--- src/rtl/guess_evaluator.sv ---
// Round-based BCD guess checker: compares player guesses to a registered target.
// Define GUESS_ATTEMPT_LIMIT_EN to cap each round at 8 wrong guesses (adds missed).
module guess_evaluator (
  input  logic       clk,
  input  logic       reset_n,
  input  logic       start,
  input  logic       submit,
  input  logic [3:0] guess_digit_1,
  input  logic [3:0] guess_digit_2,
  input  logic [3:0] guess_digit_3,
  input  logic [3:0] target_digit_1,
  input  logic [3:0] target_digit_2,
  input  logic [3:0] target_digit_3,
  output logic [3:0] round,
  output logic [1:0] Max_digit,
  output logic [1:0] result,
  output logic       result_valid,
  output logic [3:0] attempts,
  output logic       game_over
`ifdef GUESS_ATTEMPT_LIMIT_EN
  ,output logic      missed
`endif
);

  typedef enum logic [2:0] {
    IDLE,
    LOAD,
    WAIT_GUESS,
    COMPARE,
    NEXT,
    DONE
  } state_t;

  state_t     r_state, w_state;
  logic       r_load, w_load;
  logic [3:0] r_round, w_round;
  logic [1:0] r_maxd, w_maxd;
  logic [1:0] r_result, w_result;
  logic       r_valid, w_valid;
  logic [3:0] r_att, w_att;
  logic       r_over, w_over;
  logic [11:0] r_guess, w_guess;
`ifdef GUESS_ATTEMPT_LIMIT_EN
  logic       r_missed, w_missed;
`endif

  logic [11:0] w_target;
  logic        w_bad;
  logic        w_lt;
  logic        w_eq;
  logic [3:0]  w_att_inc;
  logic [3:0]  w_round_inc;

  function automatic logic [1:0] maxd_of(input logic [3:0] rnd);
    if (rnd == 4'd0)      return 2'b00;
    else if (rnd <= 4'd3) return 2'b01;
    else if (rnd <= 4'd6) return 2'b10;
    else                  return 2'b11;
  endfunction

  assign w_target = {target_digit_3, target_digit_2, target_digit_1};
  assign w_bad = (r_guess[3:0] > 4'd9) ||
                 (r_guess[7:4] > 4'd9) ||
                 (r_guess[11:8] > 4'd9);
  // Packed BCD nibbles order the same way as the decimal value.
  assign w_lt = r_guess < w_target;
  assign w_eq = r_guess == w_target;
  assign w_att_inc = (r_att == 4'd15) ? r_att : r_att + 4'd1;
  assign w_round_inc = r_round + 4'd1;

  always_comb begin
    w_state  = r_state;
    w_load   = r_load;
    w_round  = r_round;
    w_maxd   = r_maxd;
    w_result = r_result;
    w_valid  = 1'b0;
    w_att    = r_att;
    w_over   = r_over;
    w_guess  = r_guess;
`ifdef GUESS_ATTEMPT_LIMIT_EN
    w_missed = 1'b0;
`endif
    unique case (r_state)
      IDLE, DONE: begin
        if (start) begin
          w_round = 4'd1;
          w_maxd  = 2'b01;
          w_over  = 1'b0;
          w_load  = 1'b0;
          w_state = LOAD;
        end
      end
      LOAD: begin
        if (r_load) w_state = WAIT_GUESS;
        else        w_load  = 1'b1;
      end
      WAIT_GUESS: begin
        if (submit) begin
          w_guess = {guess_digit_3, guess_digit_2, guess_digit_1};
          w_state = COMPARE;
        end
      end
      COMPARE: begin
        w_valid = 1'b1;
        w_state = WAIT_GUESS;
        if (w_bad) begin
          w_result = 2'b00;
        end else if (w_eq) begin
          w_result = 2'b11;
          w_state  = NEXT;
        end else begin
          w_result = w_lt ? 2'b01 : 2'b10;
          w_att    = w_att_inc;
`ifdef GUESS_ATTEMPT_LIMIT_EN
          if (r_att == 4'd7) begin
            w_missed = 1'b1;
            w_state  = NEXT;
          end
`endif
        end
      end
      NEXT: begin
        w_att = 4'd0;
        if (r_round < 4'd9) begin
          w_round = w_round_inc;
          w_maxd  = maxd_of(w_round_inc);
          w_load  = 1'b0;
          w_state = LOAD;
        end else begin
          w_over  = 1'b1;
          w_state = DONE;
        end
      end
      default: w_state = IDLE;
    endcase
  end

  always_ff @(posedge clk or negedge reset_n) begin
    if (!reset_n) begin
      r_state  <= IDLE;
      r_load   <= 1'b0;
      r_round  <= 4'd0;
      r_maxd   <= 2'b00;
      r_result <= 2'b00;
      r_valid  <= 1'b0;
      r_att    <= 4'd0;
      r_over   <= 1'b0;
      r_guess  <= 12'd0;
`ifdef GUESS_ATTEMPT_LIMIT_EN
      r_missed <= 1'b0;
`endif
    end else begin
      r_state  <= w_state;
      r_load   <= w_load;
      r_round  <= w_round;
      r_maxd   <= w_maxd;
      r_result <= w_result;
      r_valid  <= w_valid;
      r_att    <= w_att;
      r_over   <= w_over;
      r_guess  <= w_guess;
`ifdef GUESS_ATTEMPT_LIMIT_EN
      r_missed <= w_missed;
`endif
    end
  end

  assign round        = r_round;
  assign Max_digit    = r_maxd;
  assign result       = r_result;
  assign result_valid = r_valid;
  assign attempts     = r_att;
  assign game_over    = r_over;
`ifdef GUESS_ATTEMPT_LIMIT_EN
  assign missed       = r_missed;
`endif

endmodule

--- config.mk ---
export PLATFORM = sky130hd
export DESIGN_NAME = guess_evaluator
export DESIGN_NICKNAME = d
export VERILOG_FILES = /design/src/rtl/guess_evaluator.sv
export SDC_FILE = /design/constraint.sdc
export NUM_CORES = 1
export LEC_CHECK = 0
export BUFFER_PORTS_ARGS = -buffer_cell sky130_fd_sc_hd__buf_2
export CORE_UTILIZATION = 54
export CTS_CLUSTER_DIAMETER = 40
export DETAILED_ROUTE_END_ITERATION = 6
export PLACE_DENSITY = 0.9
export SYNTH_ARGS = -nofsm -noshare
export SYNTH_HDL_FRONTEND = slang
export SYNTH_SLANG_ARGS = --single-unit
--- constraint.sdc ---
create_clock -name clk -period 2.45 [get_ports clk]
set_input_delay 0 -clock clk [delete_from_list [all_inputs] [get_ports clk]]
set_output_delay 0 -clock clk [all_outputs]
set_load 0.02 [all_outputs]
==> reports/summary.txt <==
Routed wire per std cell: 14.6 um
Critical Path AT: 2.26 ns
Unique cell type count in the Yosys netlist: 45
Commonest non-fill, non-tap cell in the layout: buf_2
Leak: 1.10 nW
Top cells by area, synth: dfrtp_1, ha_1, mux2_2
Vias in the first global route: 1488
Rel. slew slack: 57.0%
Final Cycle Share: 83.0%
CTS Root Buffer Type: clkbuf_4
Drt pass-1 iters: 4
Number of synthesized register bits: 30
Ys flop type: dfrtp_1
Hold-fix buffers, CTS: 14
Post-CTS Resized: 0
CP max FO: 4
Diode count: 0
Avg Inst Size Synth: 10.1 sq um
Crit. End Element: flop
CTS Sinks: 30
Htree depth: 2
Most frequent cells in the layout: buf_2, dfrtp_1, inv_1, ha_1
Sequential fraction of the synthesis area: 40.7%
Num rows: 20
DR vias/cell: 5.51
Placed cell area: 2070 sq um
Min cycle time layout: 2.03 ns
Nets: 283
Die Ht: 60.4 um
Slack of the worst reg-to-reg path: 0.42 ns
Max_cap viols: 0
CTS tree: built
Overall Global Routing Usage: 25.7%
Post-synth EDFFs: 0
Crit-path cells: ha_1 > nand4_1 > or3_4 > or4_1 > a21o_1
TNS Setup: 0 ns
Clock skew: 0.00674 ns
# DRC: 0
Final wirelength: 4140 um
First-pass GRT wire length: 6780 um
Clock-pin slew on the worst setup and hold paths: 0.09 ns
Crit Reg-Reg Startpoint: r_guess[5]
Critical path's slowest cell: or3_4
Reg2Reg Depth: 5
CP bufs+invs: 0
Crit path max-delay family: simple AND/OR/NAND/NOR gates
Design area: 2260 sq um
Synth area leader: dfrtp_1
HP Class: input port to flop
Async S/R FF share, synth: 100%
IO buf count: 41
Critical R2R Capture: r_state[1]
Critical path depth in cells: 5
Setup repair bufs after CTS: 0
Final ANT Viol Nets: 0
Area Growth Syn to Fin: 22.4%
Worst Hold Path Cells: 3
Clk buf depth: 2
Required time of the critical path: 2.68 ns
Syn nets: 226
Initial antenna violation count: 0
RSZ-0062 raised after global routing: false
Die ar.: 3650 sq um
Num ports: 42
IR drop worst, VDD: 0.617 mV
Detailed Route Iter0 Violations: 67
Power Dens Cells: 929 nW/um^2
Placed wire-length estimate: 2950 um
Layout cell share with drive strength beyond 1: 27.2%
Mapped Cells: 182
Fillers: 259
Chip Width: 60.4 um
CTS Buf Count: 5
Critical Path Max Stage Delay: 0.43 ns
Min-delay src: start
Slew @ Worst Pin: 0.646 ns
Starting Density: 58.5%
Setup violators final: 0
Grt ovf: 0
Placer Congestion: 0.809
Post-Syn Area: 1840 sq um
Setup Crit Path Kind: flop to flop
Hold Fails Final Rpt: 0
Synth warn: 0
Max-slew violations: 0
Outcome: complete, no violations
Top-area cell type share of the netlist area: 40.7%
Worst Hold Path EP: r_state[2]
Fmax: 0.492 GHz
Core footprint: 3150 sq um
Worst skew pair latency: 0.33 ns
Largest net degree at the start of global routing: 31
Via count: 1560
CP Launch Type: flop
## flip-flops by register name, indices dropped and copies added (netlist names)
signal / count
round: 4
r_state: 3
r_load: 1
Max_digit: 2
result_valid: 1
r_guess: 12
attempts: 4
result: 2
game_over: 1
## worst min-delay path: cells and delay by family
family	cells	cell delay, ns
buf+inv	1	0.12
compound gates	1	0.06
mux	1	0.16
## worst max-delay path by stage
stage	startpoint	slack [ns]	end
floorplan	r_guess[3]	0.56	r_state[1]
global placement	r_guess[3]	0.51	r_state[1]
detailed placement	r_guess[5]	0.44	r_state[1]
CTS	r_guess[5]	0.43	r_state[1]
global route	r_guess[6]	0.30	r_state[1]
finish	r_guess[5]	0.42	r_state[1]
## synth_stat cells, drive strengths merged, types with 7 or more instances
| cell | n |
|---|---|
| mux2 | 14 |
| inv | 24 |
| ha | 16 |
| a21oi | 11 |
| nor2 | 7 |
| nand2 | 9 |
| dfrtp | 30 |
| o21ai | 12 |
| nand3 | 7 |
## final cells by class
class | count | area, sq um | share of cell area [%]
inverter | 25 | 98.8 | 4.38
tap | 44 | 55.1 | 2.44
timing repair buffer | 55 | 345 | 15.3
sequential | 30 | 751 | 33.3
multi-input combinational | 122 | 962 | 42.6
clock buffer | 7 | 45.0 | 2.00
## power breakdown
group | switching [mW] | internal, mW
Sequential | 0.200 | 0.672
Combinational | 0.514 | 0.442
Clock | 0.161 | 0.108
Total | 0.875 | 1.22
## metrics by stage
| stage | std cells | total power [mW] | hold WS [ns] | setup slack, ns | util, % |
|---|---|---|---|---|---|
| floorplan | 182 | 1.55 | -0.296 | 0.560 | - |
| global placement | 262 | 1.74 | 0.0628 | 0.509 | 65.7 |
| detailed placement | 262 | 1.81 | 0.0659 | 0.441 | 65.7 |
| CTS | 283 | 2.10 | 0.0364 | 0.426 | 71.6 |
| global route | 283 | 2.26 | 0.0562 | 0.301 | 71.6 |
| finish | 283 | 2.10 | 0.0496 | 0.415 | 71.6 |
## layer usage
layer  part of all wire, %  track usage, %  vias up
met1                    44            33.1      734
met2                    50            41.9       45
met3                   4.0            5.54        8
li1                      -               -      773
met5                     0               0        -
met4                   1.9            11.4        0
## kinds of logic after synthesis
group	synth area share [%]
flops	40.7
buf+inv	7.12
xor+xnor	0.950
fa+ha+maj	11.4
simple gates	14.5
mux	9.09
compound gates	16.2
No activity file was read; power rests on OpenSTA's default activity.
